`config.mk`:
```
export PLATFORM = sky130hd
export DESIGN_NAME = bcd_page_scanner
export DESIGN_NICKNAME = d
export VERILOG_FILES = /design/src/rtl/bcd_scan_pkg.sv /design/src/rtl/btn_debounce.sv /design/src/rtl/bcd_page_scanner.sv
export SDC_FILE = /design/constraint.sdc
export NUM_CORES = 1
export LEC_CHECK = 0
export ABC_AREA = 1
export BUFFER_PORTS_ARGS = -buffer_cell sky130_fd_sc_hd__buf_2
export CAP_MARGIN = 5
export CORE_UTILIZATION = 60
export DETAILED_ROUTE_END_ITERATION = 10
export GPL_ROUTABILITY_DRIVEN = 0
export HOLD_SLACK_MARGIN = 0.12
export PLACE_DENSITY_LB_ADDON = 0.3
export SLEW_MARGIN = 15
export SYNTH_ARGS = -nofsm -noshare
export SYNTH_HDL_FRONTEND = slang
export SYNTH_SLANG_ARGS = --single-unit
```
`constraint.sdc`:
```
create_clock -name CLOCK_50 -period 2.79 [get_ports CLOCK_50]
set_input_delay 0.279 -clock CLOCK_50 [delete_from_list [all_inputs] [get_ports CLOCK_50]]
set_output_delay 0.279 -clock CLOCK_50 [all_outputs]
set_load 0.02 [all_outputs]
```
`src/rtl/bcd_scan_pkg.sv`:
```
// rtl/bcd_scan_pkg.sv - shared constants and helpers for the BCD page scanner
//
// Purpose: blank digit code, active-low hex glyph table (bit6=g .. bit0=a)
//          and a constant-evaluable ceil(log2) helper.
// Ports:   none (package).
package bcd_scan_pkg;

    localparam logic [3:0] BLANK_CODE = 4'hF;

    localparam logic [6:0] SEG_TABLE [16] = '{
        7'h40, 7'h79, 7'h24, 7'h30, 7'h19, 7'h12, 7'h02, 7'h78,
        7'h00, 7'h10, 7'h08, 7'h03, 7'h46, 7'h21, 7'h06, 7'h0E
    };

    function automatic int clog2(input int value);
        int bits = 0;
        for (int i = 0; i < 31; i++) begin
            if ((1 << i) < value) begin
                bits = i + 1;
            end
        end
        return bits;
    endfunction

endpackage

```
`src/rtl/btn_debounce.sv`:
```
// rtl/btn_debounce.sv - button synchronizer, debouncer and press detector
//
// Purpose: brings the raw active-low button into the CLOCK_50 domain with two
//          flops, accepts a new level only after it has been stable for
//          DEBOUNCE_TICKS consecutive cycles, and pulses press for one cycle
//          on each accepted 1->0 transition (the cycle after the change).
// Ports:   CLOCK_50 (in)  clock
//          reset_n  (in)  asynchronous active-low reset
//          btn_n    (in)  raw active-low button
//          press    (out) one-cycle pulse per debounced press
module btn_debounce
    import bcd_scan_pkg::*;
#(
    parameter int DEBOUNCE_TICKS = 500_000
) (
    input  logic CLOCK_50,
    input  logic reset_n,
    input  logic btn_n,
    output logic press
);

    localparam int CW = (clog2(DEBOUNCE_TICKS) < 1) ? 1 : clog2(DEBOUNCE_TICKS);
    localparam logic [CW-1:0] CNT_LAST = CW'(DEBOUNCE_TICKS - 1);

    logic          sync_q1;
    logic          sync_q2;
    logic          level;
    logic          level_d;
    logic [CW-1:0] cnt;

    always_ff @(posedge CLOCK_50 or negedge reset_n) begin
        if (!reset_n) begin
            sync_q1 <= 1'b1;
            sync_q2 <= 1'b1;
            level   <= 1'b1;
            level_d <= 1'b1;
            cnt     <= '0;
        end else begin
            sync_q1 <= btn_n;
            sync_q2 <= sync_q1;
            level_d <= level;
            // Any cycle where the synchronized input agrees with the accepted
            // level counts as a bounce and restarts the stability count.
            if (sync_q2 != level) begin
                if (cnt == CNT_LAST) begin
                    level <= sync_q2;
                    cnt   <= '0;
                end else begin
                    cnt <= cnt + CW'(1);
                end
            end else begin
                cnt <= '0;
            end
        end
    end

    assign press = level_d & ~level;

endmodule

```
`src/rtl/bcd_page_scanner.sv`:
```
// rtl/bcd_page_scanner.sv - pages a long BCD number across a short display
//
// Purpose: every PAGE_TICKS cycles (unless scan_hold) steps to the next page,
//          most significant page first, and latches that page's digits.
//          A debounced button toggles run. Optional macro
//          LEADING_ZERO_BLANK_EN blanks digits above the highest nonzero one.
// Ports:   CLOCK_50    (in)  clock
//          reset_n     (in)  asynchronous active-low reset
//          bcd_in      (in)  4*NUM_DIGITS, digit k at [4k+3:4k]
//          btn_n       (in)  raw active-low start/stop button
//          scan_hold   (in)  freezes the page timer
//          disp_bcd    (out) 4*DISP_DIGITS registered page digits, 4'hF blank
//          page_idx    (out) PW current page
//          page_seg    (out) 7 active-low glyph of page_idx
//          run         (out) start/stop toggle
//          page_strobe (out) one-cycle pulse per page change
module bcd_page_scanner
    import bcd_scan_pkg::*;
#(
    parameter  int NUM_DIGITS     = 11,
    parameter  int DISP_DIGITS    = 3,
    parameter  int PAGE_TICKS     = 50_000_000,
    parameter  int DEBOUNCE_TICKS = 500_000,
    localparam int PAGES          = (NUM_DIGITS + DISP_DIGITS - 1) / DISP_DIGITS,
    localparam int PW             = (clog2(PAGES) < 1) ? 1 : clog2(PAGES)
) (
    input  logic                     CLOCK_50,
    input  logic                     reset_n,
    input  logic [4*NUM_DIGITS-1:0]  bcd_in,
    input  logic                     btn_n,
    input  logic                     scan_hold,
    output logic [4*DISP_DIGITS-1:0] disp_bcd,
    output logic [PW-1:0]            page_idx,
    output logic [6:0]               page_seg,
    output logic                     run,
    output logic                     page_strobe
);

    localparam int TW = (clog2(PAGE_TICKS) < 1) ? 1 : clog2(PAGE_TICKS);
    localparam logic [TW-1:0] TERM = TW'(PAGE_TICKS - 1);
    localparam logic [PW-1:0] LAST_PAGE = PW'(PAGES - 1);
    // Slot table spans every encodable page so the page mux never reads
    // outside it; slots past NUM_DIGITS stay blank.
    localparam int PAGE_SPAN = 1 << PW;
    localparam int SLOTS = PAGE_SPAN * DISP_DIGITS;

    logic [TW-1:0]            timer;
    logic [PW-1:0]            next_page;
    logic [3:0]               padded [SLOTS];
    logic [4*DISP_DIGITS-1:0] next_disp;
    logic                     advance;
    logic                     press;
`ifdef LEADING_ZERO_BLANK_EN
    int                       top_digit;
`endif

    btn_debounce #(
        .DEBOUNCE_TICKS(DEBOUNCE_TICKS)
    ) u_btn (
        .CLOCK_50(CLOCK_50),
        .reset_n (reset_n),
        .btn_n   (btn_n),
        .press   (press)
    );

    // Hold wins over a coincident terminal count.
    assign advance   = (timer == TERM) && !scan_hold;
    assign next_page = (page_idx == '0) ? LAST_PAGE : page_idx - PW'(1);

    always_comb begin
`ifdef LEADING_ZERO_BLANK_EN
        top_digit = 0;
        for (int k = 0; k < NUM_DIGITS; k++) begin
            if (bcd_in[4*k +: 4] != 4'h0) begin
                top_digit = k;
            end
        end
`endif
        for (int k = 0; k < SLOTS; k++) begin
            padded[k] = BLANK_CODE;
        end
        for (int k = 0; k < NUM_DIGITS; k++) begin
            padded[k] = bcd_in[4*k +: 4];
`ifdef LEADING_ZERO_BLANK_EN
            // Digit 0 is never above top_digit, so zero still shows as "0".
            if (k > top_digit) begin
                padded[k] = BLANK_CODE;
            end
`endif
        end
    end

    always_comb begin
        next_disp = '1;
        for (int p = 0; p < PAGE_SPAN; p++) begin
            if (next_page == PW'(p)) begin
                for (int j = 0; j < DISP_DIGITS; j++) begin
                    next_disp[4*j +: 4] = padded[p*DISP_DIGITS + j];
                end
            end
        end
    end

    always_comb begin
        page_seg = 7'h7F;
        for (int v = 0; v < 16; v++) begin
            if (int'(page_idx) == v) begin
                page_seg = SEG_TABLE[v];
            end
        end
    end

    always_ff @(posedge CLOCK_50 or negedge reset_n) begin
        if (!reset_n) begin
            timer       <= '0;
            page_idx    <= '0;
            disp_bcd    <= '1;
            page_strobe <= 1'b0;
            run         <= 1'b1;
        end else begin
            page_strobe <= advance;
            if (!scan_hold) begin
                timer <= (timer == TERM) ? '0 : timer + TW'(1);
            end
            if (advance) begin
                page_idx <= next_page;
                disp_bcd <= next_disp;
            end
            if (press) begin
                run <= ~run;
            end
        end
    end

endmodule

```
## Yosys cells after proc, flatten, opt, wreduce, memory -nomap -nowiden

Index checks and enable logic that the tools add are counted.

| storage, ports and cells | value |
|---|---|
| word-level logic and storage cells | 43 |
| flip-flop bits (word level) | 65 |

| cells by class | value |
|---|---|
| reductions and logical operators | 6 |
| muxes and demuxes | 12 |
| equality and inequality tests | 9 |
| add/sub/neg operators | 3 |
| bitwise logic cells | 3 |

Operators with widths:

| cell | number |
|---|---|
| 2-to-1 mux 12 bit | 4 |
| 2-to-1 mux 19 bit | 2 |
| adder 26 x 1 -> 26 bit (second input constant) | 1 |
| equality test 26 bit (second input constant) | 1 |
| 2-to-1 mux 26 bit | 1 |
| adder 19 x 1 -> 19 bit (second input constant) | 1 |
| equality test 19 bit (second input constant) | 1 |
| 2-to-1 mux 7 bit | 2 |
| 2-to-1 mux 6 bit | 2 |
| equality test 2 bit (second input constant) | 4 |
| logical NOT 2 bit | 3 |
| equality test 2 x 1 -> 1 bit (second input constant) | 2 |
| 2-to-1 mux 2 bit | 1 |
| NOT 1 bit | 2 |
| AND reduction 2 bit | 1 |
| subtractor 2 x 1 -> 2 bit (second input constant) | 1 |
| bitwise AND 1 bit | 1 |
| logical AND 1 bit | 1 |
| logical NOT 1 bit | 1 |
| inequality test 1 bit | 1 |

## Logic depth before layout (Yosys ltp)

Gate-level depths: netlist (run 1).

| depth | value |
|---|---|
| depth after elaboration | 7 |
| mapped depth | 11 |

## By module

Synthesis (run 1) repeated with hierarchy kept, for this count alone.

| unflattened totals | value |
|---|---|
| cells, all modules | 611 |
| area, all modules | 4,271.6 um^2 |

By module, submodules not included:

| module | times used | sequential area each (um^2) | area each (um^2) | cells an instance |
|---|---|---|---|---|
| bcd_page_scanner | 1 | 1,067.3 | 3,042.9 | 461 |
| btn_debounce | 1 | 580.6 | 1,228.7 | 150 |

## Least setup slack after synthesis (run 1)

OpenSTA, ideal clock, no wires.

| timing path | value |
|---|---|
| path type | register to register |
| start | register page_idx[0] |
| end | register disp_bcd[2] |
| data required time | 2,729 ps |
| clock period less this slack | 1,813 ps |
| stages on the path, launching flop included | 12 |
| slack | 977 ps |
| arrival time | 1,752 ps |
| setup time | 61 ps |
| path through | dfrtp_1 -> inv_1 -> ha_1 -> buf_2 -> inv_1 -> buf_2 -> o21ai_0 -> nand3_1 -> nand2_1 -> nand2_1 -> nand3_1 -> nand2_1 |

| between the ends | value |
|---|---|
| word-level cells in the longest chain between the ends | 7 |
| elaborated cells on any way between the ends | 11 |

RTL lines:

| item | RTL line | source |
|---|---|---|
| start: declaration | bcd_page_scanner.sv:33 | `output logic [PW-1:0] page_idx,` |
| start signal: assignment | bcd_page_scanner.sv:126 | `page_idx <= next_page;` |
| subtractor 2 x 1 -> 2 bit / logical NOT 2 bit (equally long branches) | bcd_page_scanner.sv:68 | `assign next_page = (page_idx == '0) ? LAST_PAGE : page_idx - PW'(1);` |
| 2-to-1 mux 2 bit * | bcd_page_scanner.sv:68 |  |
| logical NOT 2 bit | bcd_page_scanner.sv:96 | `if (next_page == PW'(p)) begin` |
| 2-to-1 mux 12 bit (3 in series) | bcd_page_scanner.sv:96 |  |
| 2-to-1 mux 12 bit * | bcd_page_scanner.sv:96 |  |
| end signal: assignment | bcd_page_scanner.sv:127 | `disp_bcd <= next_disp;` |
| end: declaration | bcd_page_scanner.sv:32 | `output logic [4*DISP_DIGITS-1:0] disp_bcd,` |

Every way passes the cells marked *; elsewhere a longest branch is shown, timed or not.
A chain may end at the register's enable or synchronous reset.

## Worst setup path in the final report (run 1)

| timing path | value |
|---|---|
| start | register page_idx[0] |
| end | register disp_bcd[1] |

Same word-level chain as after synthesis.

==> run_results.csv, run 1 <==
group,metric,value,unit
cts,root_buffer,"clkbuf_8",
synth,syn_avg_cell_area,7.01,um^2
timing,period_share,71.0,%
synth,synth.cell_area,0.00398,mm^2
timing,tightestPinTransition,0.789,ns
timing,finalClockSkew,0.00463,ns
global_route,grt_pass1_wl,15.9,mm
synth,ys_ff_latch,65,
flow_run,drv_cap,0,
place,hpwlAfterDp,6.88,mm
synth,synth-edff-count,0,
cts,cts_tree,"yes",
cts,cts_setup_buffers,0,
pwr,pwr_density_cell,477,mW/mm^2
setup_path,worstPathMaxFanout,11,
timing,fmax,505,MHz
synth,synth.yosys.seq_area_share,41.4,%
setup_path,crit_path_end_kind,"flip-flop",
routing,avgViaCountPerCell,5.30,
timing,slew_headroom,47.4,%
synth,yosys-top-cells-area,"dfrtp_1 (30%), nand2_1 (16%), dfstp_2 (11%)",
place,dp_slack,0.877,ns
cells_and_area,final_cell_mix,"nand2_1 (169), nor2_1 (109), buf_2 (69)",
setup_path,start_kind,"flip-flop",
cells_and_area,diodes,0,
routing,drc_errors,0,
pwr,p_clk_share,39.3,%
cts,clockBufferDepth,2,
global_route,grt_overflow_total,0,
routing,drtIter0Drc,285,
cells_and_area,layout-area-overhead-vs-synth,15.2,%
floorplanning,die_w,83.4,um
global_route,track_usage,28.7,%
pwr,swShare,27.5,%
routing,wl_per_cell,13.0,um
pwr,seq_power_share,49.1,%
routing,routed_wl,9.38,mm
timing,finalSetupViolations,0,
synth,yosysWarnings,0,
pwr,internal_power,0.00158,W
synth,netlist_instances,567,
synth,synth_top_area_share,30.2,%
routing,ant_nets,0,
pwr,peakVddDrop,0.361,mV
min_path,worstHoldPathType,"in -> async",
global_route,grt_pass1_vias,3537,
pwr,pwr-share-comb,11.6,%
setup_path,cp_cell_sequence,"inv_1 -> ha_1 -> inv_1 -> nand2_1 -> o21ai_0 -> a21oi_1 -> nand3_1 -> nand2_1",
setup_path,regToRegSetupSlack,0.81,ns
pwr,p_sw,0.000600,W
cts,cts_made_buffers,9,
timing,rsz0062_at_grt,"false",
setup_path,worstPathRequired,3.08,ns
floorplanning,die_y,83.4,um
timing,slew_violations,0,
pwr,p_total,0.00218,W
cts,h-tree-depth,3,
routing,vias,3818,
synth,synth_ff_type,"dfrtp_1",
place,io_buffers,69,
cts,clk_latency,0.35,ns
timing,layout_min_cycle_time,1.98,ns
setup_path,max_stage_delay,0.48,ns
pwr,leakage,2.31,nW
place,place_inst,703,
status,status,"complete, no violations",
cells_and_area,final.fill_count,518,
timing,setup_slack,0.809,ns
timing,fin_hold_ws,0.0992,ns
routing,firstDrtPassIters,6,
cts,cts_resized,0,
synth,yosysTopAreaCell,"dfrtp_1",
global_route,grt_max_degree,66,
synth,ys_async_sr_fraction,100,%
cells_and_area,layout_commonest_cell,"nand2_1",
timing,finalSetupTns,0,ns
floorplanning,core_area,0.00639,mm^2
synth,yosysUniqueCellTypes,30,
cts,clkSlewWorstSetupHoldPaths,0.07,ns
global_route,antenna_found_initial,0,
cells_and_area,final_nets,695,
cts,cts_hold_buffers,1,
timing,finalHoldViolations,0,
synth,synth_nets,624,
floorplanning,ios,71,
floorplanning,num_rows,29,
cells_and_area,fin_cells,720,
setup_path,cp_slowest_cell,"dfrtp_1",
floorplanning,start_util,62.3,%
cts,clock-sinks,65,
floorplanning,die-area,0.00696,mm^2
setup_path,crit_type,"reg -> reg",
cells_and_area,drive_gt1_share,20.1,%
setup_path,worst-endpoint-arrival,2.27,ns
-- cells in the mapped netlist, types with 5 or more instances --
cell type and count:
nand2_1 169, nor2_1 109, inv_1 61, dfrtp_1 48
nand3_1 42, a21oi_1 19, dfstp_2 17, nand4_1 12
xor2_1 12, o21ai_0 11, ha_1 9, nor2_2 7
buf_2 5, xnor2_1 5
-- final timing paths --
path	from	end	cells after the start
setup reg to reg	page_idx[0]$_DFFE_PN0P_	disp_bcd[1]$_DFFE_PN1P_	8
hold / removal	reset_n	u_btn.cnt[9]$_DFF_PN0_	2
setup / recovery	page_idx[0]$_DFFE_PN0P_	disp_bcd[1]$_DFFE_PN1P_	8
max in group asynchronous	reset_n	timer[11]$_DFFE_PN0N_	2
hold reg to reg	u_btn.sync_q1$_DFF_PN1_	u_btn.sync_q2$_DFF_PN1_	0
min in group CLOCK_50	bcd_in[42]	disp_bcd[6]$_DFFE_PN1P_	5
-- cell type report --
class,instances,area (um^2),area share (%)
multi-input cells,426,2010,44.0
flip-flops and latches,65,1650,36.0
repair buffers,71,363,7.92
inverters,65,244,5.33
clock buffers,12,165,3.61
well taps,77,96.3,2.10
clock inverters,4,50.0,1.09
-- kinds of logic (layout without fill, tap and decap cells) --
| family | after synthesis | after routing | synth area share (%) |
|---|---|---|---|
| compound gates | 42 | 42 | 6.26 |
| xor+xnor | 17 | 17 | 3.74 |
| fa+ha+maj | 9 | 9 | 2.83 |
| buf+inv | 76 | 152 | 7.90 |
| flops | 65 | 65 | 41.4 |
| other cells | 1 | 1 | 0.0943 |
| simple gates | 357 | 357 | 37.7 |
-- critical path, delay by kind of cell, from the launching register on --
family	cells	cell delay, ns
flops	1	0.48
buf+inv	2	0.42
simple gates	3	0.33
fa+ha+maj	1	0.34
compound gates	2	0.34
-- metrics by stage --
stage	instance area [um^2]	utilization (%)
floorplan	3980	-
global placement	4360	68.2
detailed placement	4360	68.2
CTS	4580	71.7
global route	4580	71.7
finish	4580	71.7
-- power by group through the flow --
| stage | combinational (W) | sequential (W) | clock, W |
|---|---|---|---|
| global placement | 0.000239 | 0.00108 | 0 |
| global route | 0.000289 | 0.00108 | 0.000913 |
| detailed placement | 0.000247 | 0.00109 | 0 |
| CTS | 0.000254 | 0.00107 | 0.000863 |
| floorplan | 0.000162 | 0.00107 | 0 |
| finish | 0.000254 | 0.00107 | 0.000858 |
-- state kept, by name, summed over array words and instances (netlist names) --
signal         count
run                1
u_btn.sync_q2      1
u_btn.level        1
disp_bcd          12
u_btn.sync_q1      1
page_strobe        1
u_btn.level_d      1
u_btn.cnt         19
page_idx           2
timer             26
-- layer usage --
metal  up-vias  GRT usage [%]  part of all wire [%]
met5         -              0                     0
met4         0           12.2                   2.6
met3        24           5.57                   6.1
met2       170           47.1                    48
met1      1715           37.1                    43
li1       1909              -                     -
Note: power is estimated with default switching activity, not from simulation.
==> inputs of run 2 (changes only) <==
ABC_AREA = 0   (was 1)
CORE_UTILIZATION = 50   (was 60)
clock period = 1.6 ns   (was 2.79 ns; I/O delays follow)
==> run_results.csv, run 2 <==
group,metric,value,unit
setup_path,worstPathMaxFanout,18,
cts,clock-sinks,65,
setup_path,r2r_end,"u_btn.cnt[18]$_DFF_PN0_",
status,status,"finished with violations",
place,hpwlAfterDp,6.41,mm
routing,drtIter0Drc,196,
routing,met2_length,5.02,mm
timing,finalHoldViolations,0,
pwr,leakage,2.31,nW
timing,fin_hold_ws,0.179,ns
cts,h-tree-depth,3,
synth,ys_async_sr_fraction,100,%
setup_path,crit_start,"u_btn.cnt[10]$_DFF_PN0_",
floorplanning,die_w,86.0,um
setup_path,worst-endpoint-arrival,2.20,ns
place,io_buffers,69,
pwr,pwr_density_cell,752,mW/mm^2
synth,synth_common_cells,"dfrtp_1 (48), nand2_1 (27), nor2_1 (26), a21oi_1 (19), nand3_1 (19)",
floorplanning,die-area,0.00740,mm^2
cells_and_area,fin_cells,615,
setup_path,regToRegSetupSlack,-0.37,ns
setup_path,rr_startpoint,"u_btn.cnt[10]$_DFF_PN0_",
synth,synth_compound_area_share,14.0,%
routing,ant_nets,0,
timing,setup_slack,-0.369,ns
cells_and_area,final.fill_count,425,
timing,layout_min_cycle_time,1.97,ns
pwr,peakVddDrop,0.682,mV
floorplanning,num_rows,30,
routing,vias,3399,
setup_path,cp_num_cells,5,
cells_and_area,final_nets,571,
synth,yosysWarnings,0,
synth,yosysUniqueCellTypes,50,
synth,synth_top_area_share,34.0,%
cells_and_area,diodes,0,
timing,slew_violations,0,
routing,highest_layer,"met4",
synth,synth_top_family_by_area,"simple AND/OR/NAND/NOR gates",
setup_path,start_kind,"flip-flop",
global_route,grt_overflow_total,0,
setup_path,worstPathRequired,1.83,ns
synth,synth.yosys.seq_area_share,46.7,%
setup_path,crit_type,"reg -> reg",
timing,period_share,123,%
min_path,worstHoldPathType,"in -> reg",
routing,avgViaCountPerCell,5.53,
cts,cts_tree,"yes",
synth,yosysMostFrequentCell,"dfrtp_1",
global_route,track_usage,26.5,%
routing,wl_per_cell,15.8,um
setup_path,critPathTopFamily,"simple AND/OR/NAND/NOR gates",
routing,met1_length,4.00,mm
timing,rsz0062_at_grt,"true",
synth,synth.cell_area,0.00353,mm^2
synth,ys_ff_latch,65,
setup_path,worst-path-buf-inv,1,
synth,yosysTopAreaCell,"dfrtp_1",
setup_path,crit_path_end_kind,"flip-flop",
place,place_inst,581,
timing,finalClockSkew,0.00994,ns
routing,firstDrtPassIters,4,
synth,synth_ff_type,"dfrtp_1",
cells_and_area,fin_area,0.00523,mm^2
synth,synth_fa_ha_area_share,3.19,%
setup_path,reg2reg_depth,5,
floorplanning,core_area,0.00679,mm^2
setup_path,max_stage_delay,0.56,ns
synth,syn_avg_cell_area,10.1,um^2
global_route,grt_pass1_wl,15.3,mm
cells_and_area,final_cell_mix,"buf_4 (82), buf_2 (67), dfrtp_1 (47)",
timing,fmax,508,MHz
routing,drc_errors,0,
cells_and_area,layout_commonest_cell,"buf_4",
cts,clk_latency,0.36,ns
setup_path,setup.worst_path.end,"u_btn.cnt[18]$_DFF_PN0_",
cells_and_area,drive_gt1_share,49.5,%
synth,synth-edff-count,0,
global_route,grt_max_degree,66,
pwr,p_total,0.00393,W
place,postPlaceCellArea,0.00464,mm^2
cells_and_area,regArea,0.00165,mm^2
synth,yosys-mux-area-fraction,4.72,%
cts,clkSlewWorstSetupHoldPaths,0.08,ns
status,violations,"negative setup slack",
setup_path,cp_cell_sequence,"or4bb_1 -> or4_4 -> o21ai_4 -> buf_12 -> a21oi_1",
cells_and_area,regMostFlops,"timer",
timing,finalSetupViolations,53,
synth,synth_nets,408,
routing,wl_met3,450,um
routing,routed_wl,9.70,mm
flow_run,drv_cap,0,
floorplanning,ios,71,
synth,netlist_instances,351,
cells_and_area,layout-area-overhead-vs-synth,48.2,%
cts,cts_made_buffers,9,
cells_and_area,multi_input_area,0.00197,mm^2
cts,clockBufferDepth,2,
floorplanning,start_util,51.9,%
global_route,grt_pass1_vias,3527,
floorplanning,die_y,86.0,um
cells_and_area,finish.utilization,77.0,%
cells_and_area,largest_reg_flops,26,
synth,yosys.area_share.simple,20.9,%
synth,synth_xor_area_share,6.21,%
synth,yosys-top-cells-area,"dfrtp_1 (34%), dfstp_2 (13%), xnor2_1 (4.2%)",
setup_path,cp_slowest_cell,"or4_4",
cts,root_buffer,"clkbuf_8",
global_route,antenna_found_initial,0,
cells_and_area,reg_top3,"timer (26), u_btn.cnt (19), disp_bcd (12)",
==> run 2: cell types whose count changed after synthesis, sizes merged, moves of 11 or more <==
cell / delta
clkbuf: +11
inv: -52
mux2: +13
nand2: -146
nand3: -23
nor2: -92
or4: +12
xnor2: +12
==> run 2: area by class of cell <==
class	count	share of cell area (%)
Clock buffer	10	2.63
Inverter	13	0.933
Sequential cell	65	31.5
Multi-Input combinational cell	254	37.7
Timing Repair Buffer	171	23.6
Clock inverter	6	1.27
Tap cell	96	2.30
==> run 2: per-stage QoR <==
step,TNS [ns],worst slack [ns]
floorplan,-11.20,-0.369
global placement,-10.02,-0.322
detailed placement,-11.63,-0.349
CTS,-12.09,-0.375
global route,-16.96,-0.453
finish,-12.51,-0.369
==> run 2: what timing repair did <==
action	CTS	global route
endpoints found under the setup margin	53	56
endpoints found under the hold margin	65	0
resized for setup	40	26
pin swaps	19	15
setup buffers	11	7
hold buffers	2	0
==> run 2: cells by family after synthesis <==
logic type	count (synthesis)
buffers and inverters	32
adder cells (fa/ha/maj)	9
multiplexers	15
flip-flops	65
AND/OR/NAND/NOR	133
AO/OA/AOI/OAI	71
XOR/XNOR	25
other	1
==> run 2: per-layer routing <==
metal,vias to the layer above,GRT usage [%]
met5,-,0
met3,21,4.43
met1,1665,30.1
li1,1610,-
met4,0,12.9
met2,103,48.1
==> run 2: how the worst min path moves through the flow <==
stage / cells after the start / slack (ns) / endpoint / startpoint
after CTS: 4 / 0.18 / disp_bcd[9]$_DFFE_PN1P_ / bcd_in[33]
after global routing: 4 / 0.21 / disp_bcd[11]$_DFFE_PN1P_ / bcd_in[35]
after floorplan: 0 / -0.14 / page_idx[0]$_DFFE_PN0P_ / reset_n
final: 4 / 0.18 / disp_bcd[9]$_DFFE_PN1P_ / bcd_in[33]
after detailed placement: 2 / 0.21 / u_btn.cnt[15]$_DFF_PN0_ / reset_n
after global placement: 2 / 0.20 / u_btn.cnt[15]$_DFF_PN0_ / reset_n
==> run 2: tightest hold or removal path: stages <==
cell	delay (ns)
buf_2	0.08
nand2_1	0.04
o211ai_1	0.08
mux2_4	0.15
==> run 2: report_power, final <==
group | leakage [nW] | switching (W) | total [W] | internal, W
Sequential | 0.799 | 0.0000786 | 0.00182 | 0.00174
Combinational | 1.41 | 0.000295 | 0.000664 | 0.000369
Clock | 0.0949 | 0.000684 | 0.00145 | 0.000763
